[config.mk]
export PLATFORM = sky130hd
export DESIGN_NAME = id_ex_stage
export DESIGN_NICKNAME = d
export VERILOG_FILES = /design/src/rtl/pipe_pkg.sv /design/src/rtl/pipe_skid_buf.sv /design/src/rtl/id_ex_stage.sv
export SDC_FILE = /design/constraint.sdc
export NUM_CORES = 1
export LEC_CHECK = 0
export ABC_CLOCK_PERIOD_IN_PS = 15700
export CAP_MARGIN = 20
export CELL_PAD_IN_SITES_DETAIL_PLACEMENT = 2
export CELL_PAD_IN_SITES_GLOBAL_PLACEMENT = 2
export CORE_MARGIN = 5
export CORE_UTILIZATION = 30
export DETAILED_ROUTE_END_ITERATION = 12
export PLACE_DENSITY = 0.78
export SKIP_CTS_REPAIR_TIMING = 1
export SYNTH_ARGS = -nofsm -noshare
export SYNTH_HDL_FRONTEND = slang
export SYNTH_SLANG_ARGS = --single-unit
[constraint.sdc]
create_clock -name clk -period 15.7 [get_ports clk]
set_input_delay 3.925 -clock clk [delete_from_list [all_inputs] [get_ports clk]]
set_output_delay 3.925 -clock clk [all_outputs]
set_load 0.02 [all_outputs]
[src/rtl/pipe_pkg.sv]
// pipe_pkg: shared pipeline definitions (control-bundle layout, forwarding codes, buffer states).
// Revision: 1.0
`default_nettype none

package pipe_pkg;

   localparam int CTRL_W = 8;

   localparam int CTRL_BRANCH     = 7;
   localparam int CTRL_MEM_READ   = 6;
   localparam int CTRL_MEM_TO_REG = 5;
   localparam int CTRL_ALU_OP_HI  = 4;
   localparam int CTRL_ALU_OP_LO  = 3;
   localparam int CTRL_MEM_WRITE  = 2;
   localparam int CTRL_ALU_SRC    = 1;
   localparam int CTRL_REG_WRITE  = 0;

   localparam logic [1:0] FWD_NONE = 2'b00;
   localparam logic [1:0] FWD_WB   = 2'b01;
   localparam logic [1:0] FWD_MEM  = 2'b10;

   typedef enum logic [1:0] {
      ST_EMPTY = 2'd0,
      ST_BUSY  = 2'd1,
      ST_FULL  = 2'd2
   } skid_state_t;

endpackage

`default_nettype wire

[src/rtl/pipe_skid_buf.sv]
// pipe_skid_buf: two-entry (main + skid) pipeline buffer with registered in_ready.
// Revision: 1.0
`default_nettype none

module pipe_skid_buf
   import pipe_pkg::*;
#(
   parameter int WIDTH = 8,
   parameter int CLR_W = 1
) (
   input  logic             clk,
   input  logic             rst,
   input  logic             flush,
   input  logic             in_valid,
   output logic             in_ready,
   input  logic [WIDTH-1:0] in_data,
   output logic             out_valid,
   input  logic             out_ready,
   output logic [WIDTH-1:0] out_data
);

   skid_state_t      state, state_nx;
   logic             ready_q;
   logic [WIDTH-1:0] main_q, skid_q;
   logic             accept, release_e;

   assign accept    = in_valid && ready_q;
   assign release_e = out_valid && out_ready;
   assign in_ready  = ready_q;
   assign out_valid = (state != ST_EMPTY);
   assign out_data  = main_q;

   always_comb begin
      state_nx = state;
      case (state)
         ST_EMPTY: if (accept) state_nx = ST_BUSY;
         ST_BUSY: begin
            if (accept && !release_e)      state_nx = ST_FULL;
            else if (!accept && release_e) state_nx = ST_EMPTY;
         end
         ST_FULL:  if (release_e) state_nx = ST_BUSY;
         default:  state_nx = ST_EMPTY;
      endcase
      if (flush) state_nx = ST_EMPTY;
   end

   // in_ready is registered from the next state so out_ready never reaches it combinationally.
   always_ff @(posedge clk or posedge rst) begin
      if (rst) begin
         state   <= ST_EMPTY;
         ready_q <= 1'b1;
      end else begin
         state   <= state_nx;
         ready_q <= (state_nx != ST_FULL);
      end
   end

   // Flush clears only the control slice; data fields keep their last values.
   always_ff @(posedge clk or posedge rst) begin
      if (rst) begin
         main_q <= '0;
         skid_q <= '0;
      end else if (flush) begin
         main_q[CLR_W-1:0] <= '0;
         skid_q[CLR_W-1:0] <= '0;
      end else begin
         case (state)
            ST_EMPTY: if (accept) main_q <= in_data;
            ST_BUSY: begin
               if (accept && release_e) main_q <= in_data;
               else if (accept)         skid_q <= in_data;
            end
            ST_FULL:  if (release_e) main_q <= skid_q;
            default: ;
         endcase
      end
   end

endmodule

`default_nettype wire

[src/rtl/id_ex_stage.sv]
// id_ex_stage: ID/EX pipeline register built on a skid buffer, with optional forwarding
// detection enabled by macro ID_EX_FWD_DETECT_EN.  Revision: 1.0
`default_nettype none

module id_ex_stage #(
   parameter int XLEN       = 32,
   parameter int REG_ADDR_W = 5,
   parameter int CTRL_W     = pipe_pkg::CTRL_W
) (
   input  logic                  clk,
   input  logic                  rst,
   input  logic                  in_valid,
   output logic                  in_ready,
   output logic                  out_valid,
   input  logic                  out_ready,
   input  logic                  flush,
   input  logic                  nop,
   input  logic [CTRL_W-1:0]     ctrl,
   input  logic [REG_ADDR_W-1:0] rs1,
   input  logic [REG_ADDR_W-1:0] rs2,
   input  logic [REG_ADDR_W-1:0] rd,
   input  logic [XLEN-1:0]       rdata1,
   input  logic [XLEN-1:0]       rdata2,
   input  logic [XLEN-1:0]       imm,
   input  logic [XLEN-1:0]       pc,
   input  logic [6:0]            opcode,
   input  logic [3:0]            alu_op,
   output logic [CTRL_W-1:0]     ex_ctrl,
   output logic [REG_ADDR_W-1:0] ex_rs1,
   output logic [REG_ADDR_W-1:0] ex_rs2,
   output logic [REG_ADDR_W-1:0] ex_rd,
   output logic [XLEN-1:0]       ex_rdata1,
   output logic [XLEN-1:0]       ex_rdata2,
   output logic [XLEN-1:0]       ex_imm,
   output logic [XLEN-1:0]       ex_pc,
   output logic [6:0]            ex_opcode,
   output logic [3:0]            ex_alu_op,
   input  logic [REG_ADDR_W-1:0] mem_rd,
   input  logic [REG_ADDR_W-1:0] wb_rd,
   input  logic                  mem_regwrite,
   input  logic                  wb_regwrite,
   output logic [1:0]            fwd_a,
   output logic [1:0]            fwd_b
);

   import pipe_pkg::*;

   localparam int PAY_W = CTRL_W + 3*REG_ADDR_W + 4*XLEN + 7 + 4;

   logic [PAY_W-1:0]  pay_in, pay_out;
   logic [CTRL_W-1:0] ctrl_in, main_ctrl;

   assign ctrl_in = nop ? {CTRL_W{1'b0}} : ctrl;
   // Control bundle sits in the low bits so the buffer can clear it on flush.
   assign pay_in  = {alu_op, opcode, pc, imm, rdata2, rdata1, rd, rs2, rs1, ctrl_in};

   pipe_skid_buf #(
      .WIDTH (PAY_W),
      .CLR_W (CTRL_W)
   ) u_buf (
      .clk       (clk),
      .rst       (rst),
      .flush     (flush),
      .in_valid  (in_valid),
      .in_ready  (in_ready),
      .in_data   (pay_in),
      .out_valid (out_valid),
      .out_ready (out_ready),
      .out_data  (pay_out)
   );

   assign {ex_alu_op, ex_opcode, ex_pc, ex_imm, ex_rdata2, ex_rdata1,
           ex_rd, ex_rs2, ex_rs1, main_ctrl} = pay_out;
   assign ex_ctrl = out_valid ? main_ctrl : {CTRL_W{1'b0}};

`ifdef ID_EX_FWD_DETECT_EN
   always_comb begin
      fwd_a = FWD_NONE;
      fwd_b = FWD_NONE;
      if (out_valid) begin
         if (mem_regwrite && mem_rd != '0 && mem_rd == ex_rs1)   fwd_a = FWD_MEM;
         else if (wb_regwrite && wb_rd != '0 && wb_rd == ex_rs1) fwd_a = FWD_WB;
         if (mem_regwrite && mem_rd != '0 && mem_rd == ex_rs2)   fwd_b = FWD_MEM;
         else if (wb_regwrite && wb_rd != '0 && wb_rd == ex_rs2) fwd_b = FWD_WB;
      end
   end
`else
   logic unused_fwd_inputs;
   assign unused_fwd_inputs = ^{mem_rd, wb_rd, mem_regwrite, wb_regwrite};
   assign fwd_a = FWD_NONE;
   assign fwd_b = FWD_NONE;
`endif

endmodule

`default_nettype wire

After elaboration in Yosys (flattened, before gate mapping)
Index checks and enable logic that the tools add are counted.
{"block": "classes", "addsub": 0, "mul": 0, "div": 0, "n_lt_le_gt_ge": 0, "eq_ne": 10, "shift": 0, "muxes": 17, "bitwise": 2, "reduce_logical": 17}
{"op": "two-way mux 162 bit", "n": 3}
{"op": "one-hot mux 162 bit (3 select lines)", "n": 1}
{"op": "two-way mux 8 bit", "n": 7}
{"op": "two-way mux 2 bit", "n": 5}
{"op": "!= test 3 x 2 -> 1 bit (second input constant)", "n": 3}
{"op": "AND reduction 4 bit", "n": 2}
{"op": "!= test 2 x 1 -> 1 bit (second input constant)", "n": 3}
{"op": "one-hot mux 2 bit (3 select lines)", "n": 1}
{"op": "nonzero test 2 bit", "n": 3}
{"op": "logical AND 1 bit", "n": 5}
{"op": "AND reduction 5 bit", "n": 1}
{"op": "!= test 2 bit (second input constant)", "n": 2}
{"op": "nonzero test 4 bit", "n": 1}
{"op": "AND reduction 3 bit", "n": 1}
{"op": "nonzero test 3 bit", "n": 1}
{"op": "== test 2 x 1 -> 1 bit (second input constant)", "n": 1}
{"op": "== test 2 bit (second input constant)", "n": 1}
{"op": "logical NOT 1 bit", "n": 2}
{"op": "logical NOT 2 bit", "n": 1}
{"op": "inverter 1 bit", "n": 2}
{"block": "word_totals", "ff_bits": 327, "latch_bits": 0, "mem_bits_rw": 0, "rom_bits": 0, "inputBits": 180, "out_inout_bits": 168, "elab_cells": 52, "mem_count": 0}

Depth between registers and ports, before layout
Gate-level depths: netlist of run 1.
{"block": "depth", "ltp_word": 8, "mapped_depth": 8, "depth_no_buf": 6}

Hierarchy
Synthesis of run 1 repeated with hierarchy kept, for this count alone.
{"block": "hier_totals", "hier_cells": 1088, "area_unflattened_um2": 13770.7}
{"module": "pipe_skid_buf", "instances": 1, "cells_per_inst": 1067, "area_each_um2": 13636.8}
{"module": "id_ex_stage", "instances": 1, "cells_per_inst": 21, "area_each_um2": 133.9}

Least setup slack after synthesis of run 1
No wires, ideal clock.
{"block": "synth_path", "kind": "in2reg", "from": "input in_valid", "to": "register u_buf.skid_q[10]", "setup_time_ps": 125, "arrival_ps": 5058, "slack_ps": 10517, "stages": 6, "path_buffers": 2, "path_cell_list": "and2_1 nand3_1 nor2_2 buf_2 buf_4 mux2_2"}
{"block": "synth_via", "elab_chain_len": 4}
{"element": "start, declared", "line_no": "id_ex_stage.sv:12", "rtl": "input logic in_valid,"}
{"element": "logical AND 1 bit *", "line_no": "pipe_skid_buf.sv:27", "rtl": "assign accept = in_valid && ready_q;"}
{"element": "logical AND 1 bit", "line_no": "pipe_skid_buf.sv:70", "rtl": "if (accept && release_e) main_q <= in_data;"}
{"element": "inverter 1 bit (no line)"}
{"element": "AND reduction 4 bit (no line) *"}
{"element": "end signal, assigned", "line_no": "pipe_skid_buf.sv:71", "rtl": "else if (accept) skid_q <= in_data;"}
{"element": "end, declared", "line_no": "pipe_skid_buf.sv:24", "rtl": "logic [WIDTH-1:0] main_q, skid_q;"}
Mark *: on every way between the ends. The rest lies on a longest branch, timed or not.
A chain may end at the register's enable or synchronous reset.

Worst setup path in the final report of run 1
{"block": "layout_path", "from": "input out_ready", "to": "register u_buf.main_q[0] (netlist: u_buf.out_data[0])"}
{"block": "layout_via", "elab_chain_len": 4, "word_cells_on_any_way": 5, "cone_classes": "eq/ne: 2; reduce/logical: 3"}
{"element": "start, declared", "line_no": "id_ex_stage.sv:15", "rtl": "input logic out_ready,"}
{"element": "logical AND 1 bit *", "line_no": "pipe_skid_buf.sv:28", "rtl": "assign release_e = out_valid && out_ready;"}
{"element": "logical AND 1 bit", "line_no": "pipe_skid_buf.sv:70"}
{"element": "!= test 3 x 2 -> 1 bit (no line)"}
{"element": "AND reduction 4 bit (no line) *"}
{"element": "end signal, assigned", "line_no": "pipe_skid_buf.sv:68", "rtl": "ST_EMPTY: if (accept) main_q <= in_data;"}
{"element": "end signal, assigned", "line_no": "pipe_skid_buf.sv:70"}
{"element": "end signal, assigned", "line_no": "pipe_skid_buf.sv:73", "rtl": "ST_FULL: if (release_e) main_q <= skid_q;"}
{"element": "end, declared", "line_no": "pipe_skid_buf.sv:24"}
Marked as above.

==> results.yml, run 1 <==
critical_path:
  worstSetupEndpoint: "u_buf.out_data[0]$_DFFE_PP0P_"
  crit_path_max_fanout: 88
  ff2ff_path_depth: 8
  worstSetupEndpointType: "register"
  cp.required_ps: 16130
  r2r_slack_ps: 11830
  critPathKind: "input pin to register"
  r2r_start: "u_buf.state[0]$_DFF_PP0_"
  r2r-end: "u_buf.skid_q[81]$_DFFE_PP0P_"
  startpoint_type: "input pin"
  critPathLaunch: "out_ready"
  arrival_ps: 7140
final_layout:
  area_growth_pct: 25.2
  regArea_sq_um: 8180
  fin_nets: 1602
  instances_no_fill: 2124
  drive_above_1_share: 0.161
  final_cell_mix: "clkdlybuf4s50_1 (331), dfrtp_1 (326), a21oi_1 (174)"
  multi_input_area_sq_um: 5610
  fillers: 5197
  final_core_util: 0.378
  final_common_cell: "clkdlybuf4s50_1"
  post-route-cell-area_sq_um: 19300
sta:
  finalHoldViolCount: 0
  rsz0062_at_grt: "no"
  slew_headroom: 0.238
  fmax_ghz: 0.149
  setup_viol_count_final: 0
  post-route-period-util: 0.428
  worst_pin_slew_ps: 1140
  skew_ps: 10.2
  fin_setup_tns_ps: 0
  slew_violations: 0
  finalCriticalPeriod_ps: 6710
floorplanning:
  die_x_um: 237
  ios: 348
  rows: 83
  dieArea_sq_um: 56100
  initial_core_util: 0.302
  coreArea_sq_um: 51200
  fp.dieH_um: 237
synth:
  synth-seq-cells: 327
  synth_edf_count: 0
  seq_area_frac_synth: 0.530
  netlist_instances: 1295
  avgSynthCellArea_sq_um: 11.9
  yosys_warnings: 0
  synth_cell_types: 33
  syn_area_sq_um: 15500
  ys.flop_type: "dfrtp_1"
  async_flop_share: 1.00
routing:
  firstDrtPassIters: 4
  wl_um: 45400
  drc: 0
  routed_via_density: 5.01
  wl_per_cell_um: 21.4
  dr_total_vias: 10641
  drt-initial-drc-count: 418
  ant_nets: 0
pwr:
  p_leak_nw: 7.35
  seqPwrFrac: 0.363
  power_density_nw_per_um2: 210
  p_sw_mw: 1.53
  switching_share: 0.376
  peakVddDrop_mv: 0.116
  clkPwrFrac: 0.213
  combPwrFrac: 0.424
  internal_power_mw: 2.53
placement:
  dpl.hpwl_um: 28600
  gp_congestion: 0.729
  dp.cells: 2056
  placed_area_sq_um: 18100
  io_buffers: 331
clocking:
  clock-sinks: 327
  clk_pin_slew_ps: 60
  cts-root-buf: "clkbuf_16"
  numCtsBuffers: 39
  h-tree-depth: 2
  cts_buffer_depth: 3
  clk_latency_ps: 540
  cts_tree: "built"
outcome:
  run_status: "finished clean"
worst_hold_path:
  hold_class: "register to register"
  min_path_cells: 1
global_route:
  grt_usage: 0.157
  grt_pass1_wl_um: 71500
  grt_pass1_vias: 12078
  antenna_found_initial: 9
  grt_max_degree: 126
  grt_overflow: 0
job:
  max-cap-violations: 0
[power by group through the flow]
stage	logic [mW]	clock network (mW)	registers, mW
global route	1.86	0.939	1.52
global placement	1.68	0	1.45
detailed placement	1.75	0	1.48
CTS	1.76	0.902	1.48
floorplan	1.35	0	1.41
finish	1.72	0.867	1.47
[stage by stage]
stage | total power [mW] | hold slack [ps] | worst slack [ps]
2_1_floorplan | 2.77 | 466 | 2720
3_3_place_gp | 3.13 | 474 | 8530
3_5_place_dp | 3.23 | 483 | 8410
4_1_cts | 4.14 | 496 | 8990
5_1_grt | 4.32 | 521 | 8780
6_report | 4.06 | 492 | 8990
[flip-flops by register name, summed over array words and instances (netlist names)]
signal,flops
u_buf.out_data,162
u_buf.state,2
u_buf.skid_q,162
u_buf.in_ready,1
[area by class of cell]
type,count,area share
Antenna cell,2,0.000259
Clock buffer,54,0.0576
Clock inverter,11,0.00446
Inverter,5,0.00136
Multi-Input combinational cell,698,0.290
Sequential cell,327,0.423
Tap cell,680,0.0440
Timing Repair Buffer,347,0.179
[cell families after synthesis]
logic type / synth area share
adders and majority gates: 0.00324
other: 0.000243
muxes: 0.212
buffers and inverters: 0.110
and+or+nand+nor: 0.0129
DFF: 0.530
AOI/OAI and AO/OA: 0.132
[how the worst min path moves through the flow]
stage                                      start                           end
CTS                  u_buf.skid_q[6]$_DFFE_PP0P_   u_buf.skid_q[6]$_DFFE_PP0P_
global route        u_buf.skid_q[58]$_DFFE_PP0P_  u_buf.skid_q[58]$_DFFE_PP0P_
finish               u_buf.skid_q[6]$_DFFE_PP0P_   u_buf.skid_q[6]$_DFFE_PP0P_
floorplan            u_buf.skid_q[7]$_DFFE_PP0P_   u_buf.skid_q[7]$_DFFE_PP0P_
global placement     u_buf.skid_q[2]$_DFFE_PP0P_   u_buf.skid_q[2]$_DFFE_PP0P_
detailed placement   u_buf.skid_q[6]$_DFFE_PP0P_   u_buf.skid_q[6]$_DFFE_PP0P_
[critical path, cell delays in order]
cell and delay, ps:
clkdlybuf4s50_1 570, or3b_1 420, o211ai_4 100, buf_4 730
buf_4 870, a21oi_1 150, a311oi_1 310
[cell usage after synthesis, types with 2 or more instances]
master	instances	area, sq um
a31oi_1	154	963
nor3b_1	8	60.1
nor2b_1	9	56.3
a32o_1	8	80.1
clkbuf_1	57	214
a21oi_1	174	871
buf_2	39	195
a311oi_1	8	70.1
or2_1	2	12.5
buf_1	5	18.8
buf_4	167	1250
o21ai_0	4	20.0
inv_1	5	18.8
dfrtp_1	326	8160
ha_1	4	50.1
mux2i_1	154	1540
mux2_2	154	1730
and2_1	2	12.5
[layer usage]
metal  wire length (um)  part of all wire  GRT usage
met4               1060             0.023     0.0402
met3               3200             0.070     0.0530
met5                 78            0.0017          0
met1              18600              0.41      0.192
met2              22500              0.50      0.266
Power figures use the tool's default switching activity.
==> run 2, diff against run 1 <==
- ABC_CLOCK_PERIOD_IN_PS: 15700 -> 6160
- PLACE_DENSITY: 0.78 -> 0.81
- clock period: 15.7 -> 6.16 ns (I/O delays scaled with it)
==> run 2 against run 1 <==
Compared with the run above: via count increased by 0.10%; hold slack improved by 0.65 ps; critical path depth is 3 lower; non-clock buffer count grew 2; sequential power rose to 2.6 times the previous value; sequential share of layout area decreased by 0.33 points; cell count is 0.38% higher; global-route usage is 0.14 points higher; combinational power grew to 2.6 times the previous value; utilization increased by 0.30 points; largest cell class unchanged.
==> results.yml, run 2 (synthesis results as in run 1) <==
outcome:
  run_status: "finished clean"
pwr:
  peakVddDrop_mv: 0.589
  switching_share: 0.375
  p_leak_nw: 7.41
  power_density_nw_per_um2: 538
  combPwrFrac: 0.425
  clkPwrFrac: 0.217
  p_sw_mw: 3.93
  finalPower_mw: 10.5
  internal_power_mw: 6.56
  seqPwrFrac: 0.358
clocking:
  h-tree-depth: 2
  cts_buffer_depth: 3
  clk_latency_ps: 540
  cts-root-buf: "clkbuf_16"
  numCtsBuffers: 40
  cts_tree: "built"
  clk_pin_slew_ps: 60
  clock-sinks: 327
final_layout:
  area_growth_pct: 26.2
  instances_no_fill: 2132
  final_cell_mix: "clkdlybuf4s50_1 (331), dfrtp_1 (326), a21oi_1 (174)"
  fin_nets: 1605
  drive_above_1_share: 0.163
  fillers: 5189
  final_core_util: 0.381
  final_common_cell: "clkdlybuf4s50_1"
global_route:
  grt_overflow: 0
  grt_max_degree: 224
  grt_usage: 0.158
  antenna_found_initial: 6
  grt_pass1_vias: 12073
  grt_pass1_wl_um: 72000
sta:
  skew_ps: 10.2
  fin_setup_tns_ps: 0
  finalCriticalPeriod_ps: 3980
  slew_headroom: 0.184
  finalHoldViolCount: 0
  slew_violations: 0
  fmax_ghz: 0.251
  rsz0062_at_grt: "no"
  post-route-period-util: 0.647
  setup_viol_count_final: 0
  setup_slack_ps: 2180
  worst_pin_slew_ps: 1220
placement:
  dpl.hpwl_um: 29400
  gp_congestion: 0.731
  dp.cells: 2058
  io_buffers: 331
  dp_slack_ps: 2000
critical_path:
  startpoint_type: "register"
  critPathKind: "register to output port"
  crit_path_max_fanout: 16
  worstSetupEndpointType: "output port"
  arrival_ps: 2440
  slowest_stage: "clkdlybuf4s50_1"
  crit_path_cell_trace: "inv_1 -> ha_1 -> nor2b_1 -> clkdlybuf4s50_1"
  cpPeakStageDelay_ps: 630
  cp.required_ps: 4620
routing:
  wl_per_cell_um: 21.5
  routed_via_density: 5.00
  ant_nets: 0
  drt-initial-drc-count: 423
  dr_total_vias: 10652
  wl_um: 45800
  drc: 0
  firstDrtPassIters: 4
floorplanning:
  fp.dieH_um: 237
  dieArea_sq_um: 56100
  die_x_um: 237
  rows: 83
  initial_core_util: 0.302
  ios: 348
  coreArea_sq_um: 51200
worst_hold_path:
  hold_class: "register to register"
job:
  max-cap-violations: 0
-- run 2: critical path: cells and delay by family, from the launching register on --
kind | cells | cell delay, ps
adder cells (fa/ha/maj) | 1 | 600
buffers and inverters | 2 | 780
flip-flops | 1 | 400
AND/OR/NAND/NOR | 1 | 120
-- run 2: metrics by stage --
| stage | area (sq um) | hold WS, ps |
|---|---|---|
| after global routing | 19500 | 515 |
| after global placement | 18200 | 474 |
| after CTS | 19500 | 498 |
| after detailed placement | 18200 | 485 |
| final | 19500 | 493 |
| after floorplan | 15500 | 466 |
-- run 2: worst paths after layout --
path,start,to,slack (ps),cells past startpoint
max reg2reg,u_buf.state[0]$_DFF_PP0_,u_buf.skid_q[100]$_DFFE_PP0P_,3040,7
max in group asynchronous,rst,u_buf.out_data[131]$_DFFE_PP0P_,3440,3
max,u_buf.state[0]$_DFF_PP0_,ex_ctrl[1],2180,4
min in group asynchronous,rst,u_buf.out_data[59]$_DFFE_PP0P_,1420,2
min,u_buf.skid_q[5]$_DFFE_PP0P_,u_buf.skid_q[5]$_DFFE_PP0P_,490,1
min reg2reg,u_buf.skid_q[5]$_DFFE_PP0P_,u_buf.skid_q[5]$_DFFE_PP0P_,490,1
-- run 2: metal layers --
| metal | track usage | part of all wire | up-vias |
|---|---|---|---|
| li1 | - | - | 4825 |
| met1 | 0.189 | 0.41 | 5532 |
| met2 | 0.274 | 0.50 | 225 |
| met3 | 0.0498 | 0.067 | 64 |
| met4 | 0.0465 | 0.023 | 6 |
| met5 | 0 | 0.00090 | - |
-- run 2: area by class of cell --
cell class              count  area (sq um)  area share
diodes                      3          7.51    0.000385
clock buffers              61          1180      0.0606
clock inverters             9          72.6     0.00372
inverters                   5          22.5     0.00115
multi-input cells         698          5610       0.288
flip-flops and latches    327          8180       0.420
well taps                 680           851      0.0436
repair buffers            349          3570       0.183
-- run 2: power groups by stage --
| stage | combinational (mW) | sequential [mW] | clock, mW |
|---|---|---|---|
| 6_report | 4.46 | 3.75 | 2.27 |
| 4_1_cts | 4.51 | 3.77 | 2.38 |
| 3_3_place_gp | 4.30 | 3.69 | 0 |
| 3_5_place_dp | 4.48 | 3.79 | 0 |
| 2_1_floorplan | 3.45 | 3.60 | 0 |
| 5_1_grt | 4.80 | 3.89 | 2.46 |
==> edit, RTL diff (settings of run 1) <==
The package constant `CTRL_W` goes from 8 to 12.
--- a/src/rtl/pipe_pkg.sv
+++ b/src/rtl/pipe_pkg.sv
@@ -5,5 +5,5 @@
 package pipe_pkg;
 
-   localparam int CTRL_W = 8;
+   localparam int CTRL_W = 12;
 
    localparam int CTRL_BRANCH     = 7;
Interface: changed (resized ctrl and ex_ctrl); port bits go from 348 to 356. No check against the original RTL was run, so the function may have changed too.
==> edit against run 1 <==
- sequential cell count increased by 8
- power up 3.1%
- routed wire length up 4.3%
- sequential share of layout area is 0.10 points lower
- hold slack got worse by 0.0068 ns
- non-clock buffer count grew 2
- final area is 2.7% higher
- setup slack gained 0.23 ns
- count of clock-buffer cells in the layout up 8
- area after synthesis increased by 2.8%
==> edit: results <==
export IMPL_status="finished clean"
export IMPL_grt_usage_pct=15.8
export IMPL_fillers=5455
export IMPL_reg2reg_from="u_buf.state[1]"
export IMPL_finalCritPeriodShare_pct=41.3
export IMPL_multi_input_area_mm2=0.00577
export IMPL_numPortBuffers=339
export IMPL_drive_gt1_share_pct=15.0
export IMPL_antenna_found_initial=6
export IMPL_fin_nets=1642
export IMPL_grt_use_met1_pct=19.6
export IMPL_synthTopCellsByCount="dfrtp_1 (334), a21oi_1 (182), buf_4 (177)"
export IMPL_critPathCapture="ex_ctrl[8]"
export IMPL_crit_path_max_fanout=20
export IMPL_skew_ns=0.0136
export IMPL_synthDistinctLibCells=34
export IMPL_post_synth_instance_area_mm2=0.0159
export IMPL_min_from="u_buf.skid_q[114]"
export IMPL_grt_pass1_wl_mm=73.2
export IMPL_critPathMaxStageDelay_ns=0.68
export IMPL_min_to="u_buf.skid_q[114]"
export IMPL_finalWirelength_mm=47.3
export IMPL_area_share_nonclk_buffers_pct=17.7
export IMPL_grt_max_degree=227
export IMPL_setup_worst_path_start="u_buf.state[0]"
export IMPL_numCtsBuffers=40
export IMPL_ys_async_sr_fraction_pct=100
export IMPL_multi_input_gates=723
export IMPL_num_nonclk_buffers=349
export IMPL_worstHoldPathType="reg2reg"
export IMPL_cp_arrival_ns=2.56
export IMPL_wirelength_met1_mm=19.7
export IMPL_ys_ff_latch=335
export IMPL_critPathSlowestCell="ha_1"
export IMPL_syn2layout_area_growth_pct=25.0
export IMPL_rr_worst_depth=7
export IMPL_netlist_top_cells_area="dfrtp_1 (53%), mux2_2 (10%), mux2i_1 (9.7%)"
export IMPL_clk_share_pct=6.49
export IMPL_power_leakage_nw=7.55
export IMPL_clkTransAtPathRegs_ns=0.06
export IMPL_place_gp_congestion=0.757
export IMPL_placedCellCount=2100
export IMPL_synth_mux_area_share_pct=20.6
export IMPL_n_clock_buffer=62
export IMPL_dr_wl_met3_mm=2.65
export IMPL_wl_met2_mm=23.8
export IMPL_worst_pin_slew_ns=1.29
export IMPL_drt_iter0_markers=430
export IMPL_synth_compound_area_share_pct=13.5
export IMPL_regToRegSetupSlack_ns=12.08
export IMPL_grt_pass1_vias=12200
export IMPL_hpwl_mm=29.3
export IMPL_synth_adder_area_share_pct=0.315
export IMPL_dpl_cell_area_mm2=0.0186
export IMPL_reg2reg_to="u_buf.out_data[8]"
export IMPL_seq_area_frac_synth_pct=52.8
export IMPL_diodes=5
export IMPL_routed_via_count=10900
export IMPL_seq_area_mm2=0.00838
## edit: cell types whose count changed after synthesis, sizes merged
cell / before / now
a311oi: 8 / 0
dfrtp: 326 / 334
a211oi: 0 / 12
a21oi: 174 / 182
nor2b: 9 / 13
a32o: 8 / 12
nor3b: 8 / 12
and2: 2 / 3
clkbuf: 57 / 55
buf: 211 / 219
## edit: report_power, final
part / switching [mW] / total (mW) / internal [mW]
clock: 0.375 / 0.919 / 0.544
sequential: 0.227 / 1.50 / 1.28
combinational: 0.983 / 1.77 / 0.783
## edit: through the flow
step / utilization, % / worst slack [ns]
after floorplan: - / 2.50
after global placement: 35.3 / 8.70
after detailed placement: 35.3 / 8.58
after CTS: 37.8 / 9.13
after global routing: 37.8 / 9.06
final: 37.8 / 9.21
## edit: critical path, delay by kind of cell, from the launching register on
family	cells	cell delay [ns]
flip-flops	1	0.41
adder cells (fa/ha/maj)	1	0.68
buffers and inverters	2	0.75
AND/OR/NAND/NOR	1	0.18
